**src/rtl/ucore_main.sv**
```systemverilog
// ucore_main: UART-driven memory access core.
// Receives command bytes over a UART register interface and performs
// address/count setup, memory-to-TX block reads and RX-to-memory block writes.
// Ports:
//   clk, aresetn                  clock, asynchronous active-low reset
//   uart_interrupt                one-cycle pulse: an RX byte is available
//   uart_rcen/uart_rack/uart_rdata  UART register read handshake (one-hot select)
//   uart_wcen/uart_wack/uart_wdata  UART register write handshake (one-hot select)
//   mem_cen/mem_wen/mem_ack       memory request, direction, acknowledge
//   mem_addr/mem_wdata/mem_rdata  memory byte address, write data, read data
`timescale 1ns/1ps
module ucore_main (
  input  logic        clk,
  input  logic        aresetn,
  input  logic        uart_interrupt,
  output logic [3:0]  uart_rcen,
  input  logic        uart_rack,
  input  logic [7:0]  uart_rdata,
  output logic [3:0]  uart_wcen,
  input  logic        uart_wack,
  output logic [7:0]  uart_wdata,
  output logic        mem_cen,
  output logic        mem_wen,
  input  logic        mem_ack,
  output logic [31:0] mem_addr,
  output logic [7:0]  mem_wdata,
  input  logic [7:0]  mem_rdata
);

  localparam int unsigned ADDR_W = 32;
  localparam int unsigned BYTE_W = 8;
  localparam int unsigned REG_W  = 4;

  localparam logic [REG_W-1:0]  REG_RX = 4'b0001;
  localparam logic [REG_W-1:0]  REG_TX = 4'b0010;

  localparam logic [BYTE_W-1:0] CMD_SET_ADDR  = 8'h01;
  localparam logic [BYTE_W-1:0] CMD_SET_COUNT = 8'h02;
  localparam logic [BYTE_W-1:0] CMD_READ_MEM  = 8'h03;
  localparam logic [BYTE_W-1:0] CMD_WRITE_MEM = 8'h04;

  typedef enum logic [3:0] {
    IDLE, CMD_RD, DECODE, ARG_WAIT, ARG_RD,
    MEM_RD, TX_WR, DATA_WAIT, DATA_RD, MEM_WR
  } state_e;

  state_e              state_q, state_d;
  logic [ADDR_W-1:0]   addr_q, addr_d;
  logic [BYTE_W-1:0]   count_q, count_d;
  logic                pend_q, pend_d;
  logic [BYTE_W-1:0]   cmd_q, cmd_d;
  logic [1:0]          arg_idx_q, arg_idx_d;
  logic [23:0]         arg_sh_q, arg_sh_d;
  logic [BYTE_W-1:0]   xfer_q, xfer_d;
  logic [BYTE_W-1:0]   rx_q, rx_d;
  logic [REG_W-1:0]    rcen_q, rcen_d;
  logic [REG_W-1:0]    wcen_q, wcen_d;
  logic [BYTE_W-1:0]   wdata_q, wdata_d;
  logic                mcen_q, mcen_d;
  logic                mwen_q, mwen_d;
  logic                rd_issue;

  // Next-state and request generation
  always_comb begin
    state_d   = state_q;
    addr_d    = addr_q;
    count_d   = count_q;
    cmd_d     = cmd_q;
    arg_idx_d = arg_idx_q;
    arg_sh_d  = arg_sh_q;
    xfer_d    = xfer_q;
    rx_d      = rx_q;
    rcen_d    = rcen_q;
    wcen_d    = wcen_q;
    wdata_d   = wdata_q;
    mcen_d    = mcen_q;
    mwen_d    = mwen_q;
    rd_issue  = 1'b0;

    case (state_q)
      IDLE: begin
        if (pend_q) begin
          rcen_d   = REG_RX;
          rd_issue = 1'b1;
          state_d  = CMD_RD;
        end
      end
      CMD_RD: begin
        if (uart_rack) begin
          rcen_d  = '0;
          cmd_d   = uart_rdata;
          rx_d    = uart_rdata;
          state_d = DECODE;
        end
      end
      DECODE: begin
        arg_idx_d = '0;
        xfer_d    = count_q;
        state_d   = IDLE;
        case (cmd_q)
          CMD_SET_ADDR, CMD_SET_COUNT: state_d = ARG_WAIT;
          CMD_READ_MEM: begin
            if (count_q != '0) begin
              mcen_d  = 1'b1;
              mwen_d  = 1'b0;
              state_d = MEM_RD;
            end
          end
          CMD_WRITE_MEM: begin
            if (count_q != '0) state_d = DATA_WAIT;
          end
          default: state_d = IDLE;
        endcase
      end
      ARG_WAIT: begin
        if (pend_q) begin
          rcen_d   = REG_RX;
          rd_issue = 1'b1;
          state_d  = ARG_RD;
        end
      end
      ARG_RD: begin
        if (uart_rack) begin
          rcen_d = '0;
          rx_d   = uart_rdata;
          if (cmd_q == CMD_SET_COUNT) begin
            count_d = uart_rdata;
            state_d = IDLE;
          end else if (arg_idx_q == 2'd3) begin
            // ADDR only changes once all four bytes are in
            addr_d  = {arg_sh_q, uart_rdata};
            state_d = IDLE;
          end else begin
            arg_sh_d  = {arg_sh_q[15:0], uart_rdata};
            arg_idx_d = arg_idx_q + 2'd1;
            state_d   = ARG_WAIT;
          end
        end
      end
      MEM_RD: begin
        if (mem_ack) begin
          mcen_d  = 1'b0;
          addr_d  = addr_q + 32'd1;
          wdata_d = mem_rdata;
          wcen_d  = REG_TX;
          state_d = TX_WR;
        end
      end
      TX_WR: begin
        if (uart_wack) begin
          wcen_d = '0;
          xfer_d = xfer_q - 8'd1;
          if (xfer_q == 8'd1) begin
            state_d = IDLE;
          end else begin
            mcen_d  = 1'b1;
            mwen_d  = 1'b0;
            state_d = MEM_RD;
          end
        end
      end
      DATA_WAIT: begin
        if (pend_q) begin
          rcen_d   = REG_RX;
          rd_issue = 1'b1;
          state_d  = DATA_RD;
        end
      end
      DATA_RD: begin
        if (uart_rack) begin
          rcen_d  = '0;
          rx_d    = uart_rdata;
          mcen_d  = 1'b1;
          mwen_d  = 1'b1;
          state_d = MEM_WR;
        end
      end
      MEM_WR: begin
        if (mem_ack) begin
          mcen_d = 1'b0;
          mwen_d = 1'b0;
          addr_d = addr_q + 32'd1;
          xfer_d = xfer_q - 8'd1;
          state_d = (xfer_q == 8'd1) ? IDLE : DATA_WAIT;
        end
      end
      default: state_d = IDLE;
    endcase

    // A new interrupt wins over the clear so a byte arriving on the issue edge is kept
    pend_d = uart_interrupt | (pend_q & ~rd_issue);
  end

  // State registers
  always_ff @(posedge clk or negedge aresetn) begin
    if (!aresetn) begin
      state_q   <= IDLE;
      addr_q    <= '0;
      count_q   <= '0;
      pend_q    <= 1'b0;
      cmd_q     <= '0;
      arg_idx_q <= '0;
      arg_sh_q  <= '0;
      xfer_q    <= '0;
      rx_q      <= '0;
      rcen_q    <= '0;
      wcen_q    <= '0;
      wdata_q   <= '0;
      mcen_q    <= 1'b0;
      mwen_q    <= 1'b0;
    end else begin
      state_q   <= state_d;
      addr_q    <= addr_d;
      count_q   <= count_d;
      pend_q    <= pend_d;
      cmd_q     <= cmd_d;
      arg_idx_q <= arg_idx_d;
      arg_sh_q  <= arg_sh_d;
      xfer_q    <= xfer_d;
      rx_q      <= rx_d;
      rcen_q    <= rcen_d;
      wcen_q    <= wcen_d;
      wdata_q   <= wdata_d;
      mcen_q    <= mcen_d;
      mwen_q    <= mwen_d;
    end
  end

  assign uart_rcen  = rcen_q;
  assign uart_wcen  = wcen_q;
  assign uart_wdata = wdata_q;
  assign mem_cen    = mcen_q;
  assign mem_wen    = mwen_q;
  assign mem_addr   = addr_q;
  assign mem_wdata  = rx_q;

endmodule

```
**config.mk**
```make
export PLATFORM = sky130hd
export DESIGN_NAME = ucore_main
export DESIGN_NICKNAME = d
export VERILOG_FILES = /design/src/rtl/ucore_main.sv
export SDC_FILE = /design/constraint.sdc
export NUM_CORES = 1
export LEC_CHECK = 0
export CAP_MARGIN = 20
export CORE_MARGIN = 3
export CORE_UTILIZATION = 50
export DETAILED_ROUTE_END_ITERATION = 8
export PLACE_DENSITY = 0.77
export REMOVE_ABC_BUFFERS = 1
export SETUP_SLACK_MARGIN = 0.3
export SKIP_LAST_GASP = 1
export SYNTH_ARGS = -nofsm -noshare
export SYNTH_HDL_FRONTEND = slang
export SYNTH_SLANG_ARGS = --single-unit
```
**constraint.sdc**
```tcl
create_clock -name clk -period 2 [get_ports clk]
set_clock_uncertainty 0.1 [all_clocks]
set_input_delay 0.2 -clock clk [delete_from_list [all_inputs] [get_ports clk]]
set_output_delay 0.2 -clock clk [all_outputs]
set_load 0.01 [all_outputs]
```
-- After elaboration in Yosys (flattened, before gate mapping)
Index checks and enable logic that the tools add are counted.
- flip-flop bits (word level): 113
- latch bits: 0
- RAM bits: 0
- memory bits (read-only): 0
- input bits: 22
- output and inout bits: 58
- logic and storage cells: 129
- memories: 0
- add/subtract/negate cells: 3
- multiply operators: 0
- divide/modulo/power cells: 0
- order comparisons: 0
- eq/ne operators: 33
- shift operators: 0
- muxes and demuxes: 48
- bitwise gates (word level): 5
- reductions and logical operators: 26
- operators by type and width (cell ; count):
    $mux W32 ; 4
    $pmux W32 S2 ; 1
    $mux W4 ; 12
    $pmux W4 S10 ; 1
    $add A32 B1 Y32 const B ; 1
    $ne A2 B2 Y1 const B ; 14
    $pmux W8 S3 ; 1
    $eq A4 B3 Y1 const B ; 4
    $eq A8 B1 Y1 const B ; 2
    $eq A8 B2 Y1 const B ; 2
    $mux W8 ; 2
    $pmux W4 S2 ; 2
    $reduce_and A7 Y1 ; 2
    $mux W1 ; 12
    $mux W3 ; 4
    $reduce_and A3 Y1 ; 4
    $mux W2 ; 5
    $pmux W3 S3 ; 1
    $reduce_and A9 Y1 ; 1
    $eq A4 B2 Y1 const B ; 2
    $eq A4 B4 Y1 const B ; 2
    $eq A8 B3 Y1 const B ; 1
    $ne A2 B1 Y1 const B ; 4
    $pmux W1 S4 ; 2
    18 further kinds ; 29

-- Longest topological paths before layout
- word-level depth: 6
- mapped depth: 9
- gate-level depth less buffers: 7

-- Least setup slack after synthesis
OpenSTA, ideal clock, no wires.
- path type: register to register
- from: register state_q[3]
- to: register arg_sh_q[10]
- setup time: 0.125 ns
- arrival time: 1.842 ns
- path slack: -0.067 ns
- cell stages (with the launch flop): 9
- buffers on the path: 4
- period minus slack after synthesis: 2.067 ns
- cells stage by stage: dfrtp_1 > buf_6 > nand2b_4 > buf_6 > nor2_4 > or4b_1 > buf_4 > buf_6 > mux2_4
- longest elaborated chain between the ends: 2
- ends and longest elaborated chain (what ; RTL line ; source):
    start: declaration ; 47 ; state_e state_q, state_d;
    start signal: assignment ; 212 ; state_q <= state_d;
    $eq A4 B3 Y1 ; 80 ; case (state_q)
    $reduce_and A4 Y1 (no line) ; -- ;
    end signal: assignment ; 218 ; arg_sh_q <= arg_sh_d;
    end: declaration ; 53 ; logic [23:0] arg_sh_q, arg_sh_d;
No other way between the ends.
A chain may end at the register's enable or synchronous reset.

-- Worst setup path after layout
- from: register state_q[0]
- to: register addr_q[17], in the netlist mem_addr[17]
- longest elaborated chain between the ends: 4
- elaborated cells on any way between the ends: 11
- classes of those cells: 7 x eq/ne; 1 x mux; 3 x reduce/logical
- ends and longest elaborated chain (what ; RTL line ; source):
    $eq A4 B4 Y1 or $eq A4 B3 Y1 (tied branches) ; 80 ;
    $reduce_or A2 Y1 (no line) ; -- ;
    $ne A2 B1 Y1 (no line) or $reduce_bool A2 Y1 (tied branches) ; -- ;
    $reduce_and A5 Y1 (no line) ; -- ;
    end signal: assignment ; 213 ; addr_q <= addr_d;
    end: declaration ; 48 ; logic [ADDR_W-1:0] addr_q, addr_d;
Parallel ways exist; a longest one is shown, timed or not.

==> reports/summary.txt <==
Clock root buffer -> clkbuf_16
Portion of the clock cycle consumed by the worst path in the final layout -> 111%
Internal power summed over all cells -> 8.80 mW
Synthesized-area fraction occupied by and/or/nand/nor cells -> 15.5%
Fill cell total of the finished layout -> 586
DRT iter0 DRCs -> 728
Dominant combinational cell family by area after synthesis -> compound AO/OA/AOI/OAI gates
Initial core utilization -> 52.1%
Reg2reg start -> state_q[0]$_DFFE_PN0P_
Clock share of power -> 14.1%
Core region area -> 11000 um^2
H-tree lvl count -> 3
Timing startpoint of the critical path -> state_q[0]$_DFFE_PN0P_
Total I/O pin count -> 80
Switching part of the total -> 40.7%
Final-report setup violation count -> 89
R2R cell count -> 9
Final WS setup -> -0.219 ns
Number of buffers created by CTS -> 9
Instance count after placement with tap cells included -> 802
Fraction of the yosys area taken by sequential cells -> 46.6%
Clock insertion delay at the later pin of the skew report -> 0.35 ns
Total global-route track usage -> 28.9%
GRT Residual Overflow -> 0
Die height -> 113 um
Violations in the final reports -> negative setup slack
Cell types with the highest counts after synthesis -> 107 x dfrtp_1, 49 x a21oi_1, 39 x mux2_2
Largest fanout on the critical path -> 6
Crit start category -> register
Summed instance area of the synthesized netlist -> 5750 um^2
Total Routed Length -> 22200 um
Routability Congestion -> 0.911
Switching power -> 6.04 mW
Growth of design area from synthesis to finish -> 54.4%
Destination of the worst register-to-register timing path -> mem_addr[17]$_DFFE_PN0P_
Via density per instance -> 6.91
Most instantiated library cell after synthesis -> dfrtp_1
Vias in the first global route -> 5547
Element type at the critical path end -> register
Transition time of the tightest slew-check pin -> 0.663 ns
Xor/xnor share of the synthesized area -> 0.152%
Final hold viol count -> 0
Register-to-register path setup slack -> -0.22 ns
Synthesized-area fraction occupied by adder cells -> 0.871%
Crit path required time -> 2.17 ns
Sequential Power Share -> 28.3%
Mean area per synthesized cell -> 10.5 um^2
WS Path Type -> reg -> reg
CTS clk-pin slew, worst paths -> 0.08 ns
Most used DFF post-synth -> dfrtp_1
Remaining DRCs -> 0
Total number of yosys warnings -> 0
Max-Slew Margin vs Limit -> 55.4%
Clock sink count -> 107
Top cells by area, synth -> dfrtp_1 47%, mux2_2 7.6%, mux2_4 4.7%, a21oi_1 4.3%, a2bb2oi_1 3.0%
DRT Pass-1 Iters -> 8
Worst ir drop on vdd -> 0.940 mV
Classification of the worst-slack hold path -> in -> async
Library cell occupying the most area in the post-synthesis netlist -> dfrtp_1
Share of post-route cells with drive strength above 1 -> 44.6%
Fraction of the mapped netlist area in compound gates -> 18.8%
Mux cell area share after synthesis -> 13.0%
CTS tree -> done
Proportion of netlist area held by the largest area contributor -> 46.6%
Power Density -> 1670 nW/um^2
Yosys reg bits -> 107
Highest clock rate -> 451 MHz
Critical Path End -> mem_addr[17]$_DFFE_PN0P_
X dimension of the die -> 113 um
P_leak -> 3.80 nW
Power share of the combinational group -> 57.6%
Die Area -> 12800 um^2
Largest net degree at the start of global routing -> 42
Total half-perimeter wirelength after legalization and detailed placement -> 10500 um
Std cell rows -> 38
IO Port Bufs -> 73
Final design utilization -> 80.4%
Max-cap violations -> 0
Post-synth EDFFs -> 0
CP Data Arrival Time -> 2.39 ns
Final cell count without fillers -> 855
Post-synthesis cell type count -> 72
Async set-or-reset flop fraction in the synthesized netlist -> 100%
Total power -> 14.8 mW
Buffers from clock root to sink, at most -> 2
Unrepaired setup endpoints after global routing -> yes
Count of pins over their slew limit -> 0
Number of antenna cells inserted -> 0
Residual antenna-violating net count after detailed routing -> 0
Final critical-path required period -> 2.22 ns
Post-synthesis instance total -> 546
Number of antenna violations at the first check in global routing -> 0
# nets final -> 737
Total number of vias -> 5909
Mean routed wirelength per cell -> 25.9 um
Outcome -> finished, violations left
First-pass GRT wire length -> 29300 um
## critical path, stage by stage, from the launching register on
cell     delay, ns
dfrtp_2       0.47
buf_6         0.16
buf_6         0.12
mux2i_1       0.13
o22ai_2       0.21
buf_4         0.15
o311a_4       0.33
buf_12        0.18
o21ai_2       0.08
a22oi_2       0.19
## worst min path at each step
stage | from | depth (start not counted) | endpoint | slack, ns
final | aresetn | 2 | xfer_q[3]$_DFFE_PN0P_ | 0.27
after global routing | aresetn | 2 | xfer_q[5]$_DFFE_PN0P_ | 0.34
after CTS | aresetn | 2 | xfer_q[5]$_DFFE_PN0P_ | 0.29
after detailed placement | aresetn | 1 | xfer_q[5]$_DFFE_PN0P_ | 0.12
after global placement | aresetn | 1 | xfer_q[4]$_DFFE_PN0P_ | 0.11
after floorplan | aresetn | 0 | arg_idx_q[0]$_DFFE_PN0P_ | -0.20
## kinds of logic (layout without fill, tap and decap cells)
logic type                 after synthesis  after routing
AOI/OAI and AO/OA                      160            161
xor gates and xnor gates                 1              1
adders and majority gates                4              4
buffers and inverters                   55            217
DFF                                    107            107
muxes                                   61             61
other                                    1              6
and+or+nand+nor                        157            158
## sequential cells by signal (all words and copies together), names as in the netlist, 4 cells and up
| register | flops |
|---|---|
| mem_addr | 32 |
| arg_sh_q | 24 |
| cmd_q | 8 |
| count_q | 8 |
| mem_wdata | 8 |
| uart_wdata | 8 |
| xfer_q | 8 |
| state_q | 4 |
## cell type report
class	instances	area, um^2	share of cell area [%]
clock inverters	6	113	1.27
well taps	140	175	1.97
inverters	14	52.6	0.592
multi-input cells	391	3590	40.5
flip-flops and latches	107	2690	30.3
clock buffers	9	225	2.54
repair buffers	188	2030	22.9
## power by group through the flow
stage | combinational [mW] | clock, mW | sequential [mW]
floorplan | 2.74 | 0 | 4.27
global placement | 5.86 | 0 | 3.91
detailed placement | 6.04 | 0 | 3.96
CTS | 7.11 | 2.05 | 4.00
global route | 8.93 | 2.17 | 4.28
finish | 8.56 | 2.09 | 4.19
## metal layers
layer,up-vias,global-route usage [%],part of all wire (%)
li1,2391,-,-
met4,0,10.9,4.9
met1,2900,37.2,37
met5,-,0,0
met2,491,47.6,47
met3,127,6.79,11
## per-stage QoR
| step | TNS (ns) | hold slack, ns | worst slack [ns] | instance area, um^2 |
|---|---|---|---|---|
| after floorplan | -39.38 | -0.196 | -0.777 | 5530 |
| after global placement | -7.31 | 0.113 | -0.221 | 7120 |
| after detailed placement | -11.56 | 0.120 | -0.285 | 7120 |
| after CTS | -1.33 | 0.290 | -0.0672 | 8240 |
| after global routing | -12.05 | 0.335 | -0.243 | 8870 |
| final | -10.47 | 0.268 | -0.219 | 8870 |
## cells in the final DEF (no fill, tap or decap), types with 5 or more instances in the layout
cell | synthesis | final
a21oi_1 | 49 | 11
a21oi_2 | 0 | 24
a21oi_4 | 2 | 16
a2bb2oi_2 | 0 | 18
buf_12 | 0 | 12
buf_16 | 0 | 6
buf_4 | 8 | 76
buf_6 | 4 | 15
clkbuf_16 | 0 | 13
clkdlybuf4s50_1 | 0 | 56
conb_1 | 1 | 6
dfrtp_1 | 107 | 100
dfrtp_2 | 0 | 7
dlygate4sd2_1 | 0 | 5
dlymetal6s2s_1 | 0 | 11
inv_1 | 14 | 14
mux2_2 | 39 | 39
mux2_4 | 18 | 18
nand2_1 | 33 | 31
nand3_1 | 22 | 20
nand4_1 | 16 | 16
nor2_1 | 26 | 18
nor2_4 | 1 | 7
nor4_1 | 9 | 5
o21ai_0 | 33 | 15
o21ai_1 | 0 | 12
o21ai_2 | 0 | 5
o22ai_1 | 21 | 17
## what timing repair did
action / CTS / global route
cloned: 7 / 6
setup buffers: 15 / 9
setup endpoints to repair: 111 / 122
hold endpoints to repair: 34 / 0
gates resized for setup: 131 / 88
hold buffers: 1 / 0
pin swaps: 18 / 20
No activity file was read; power rests on OpenSTA's default activity.
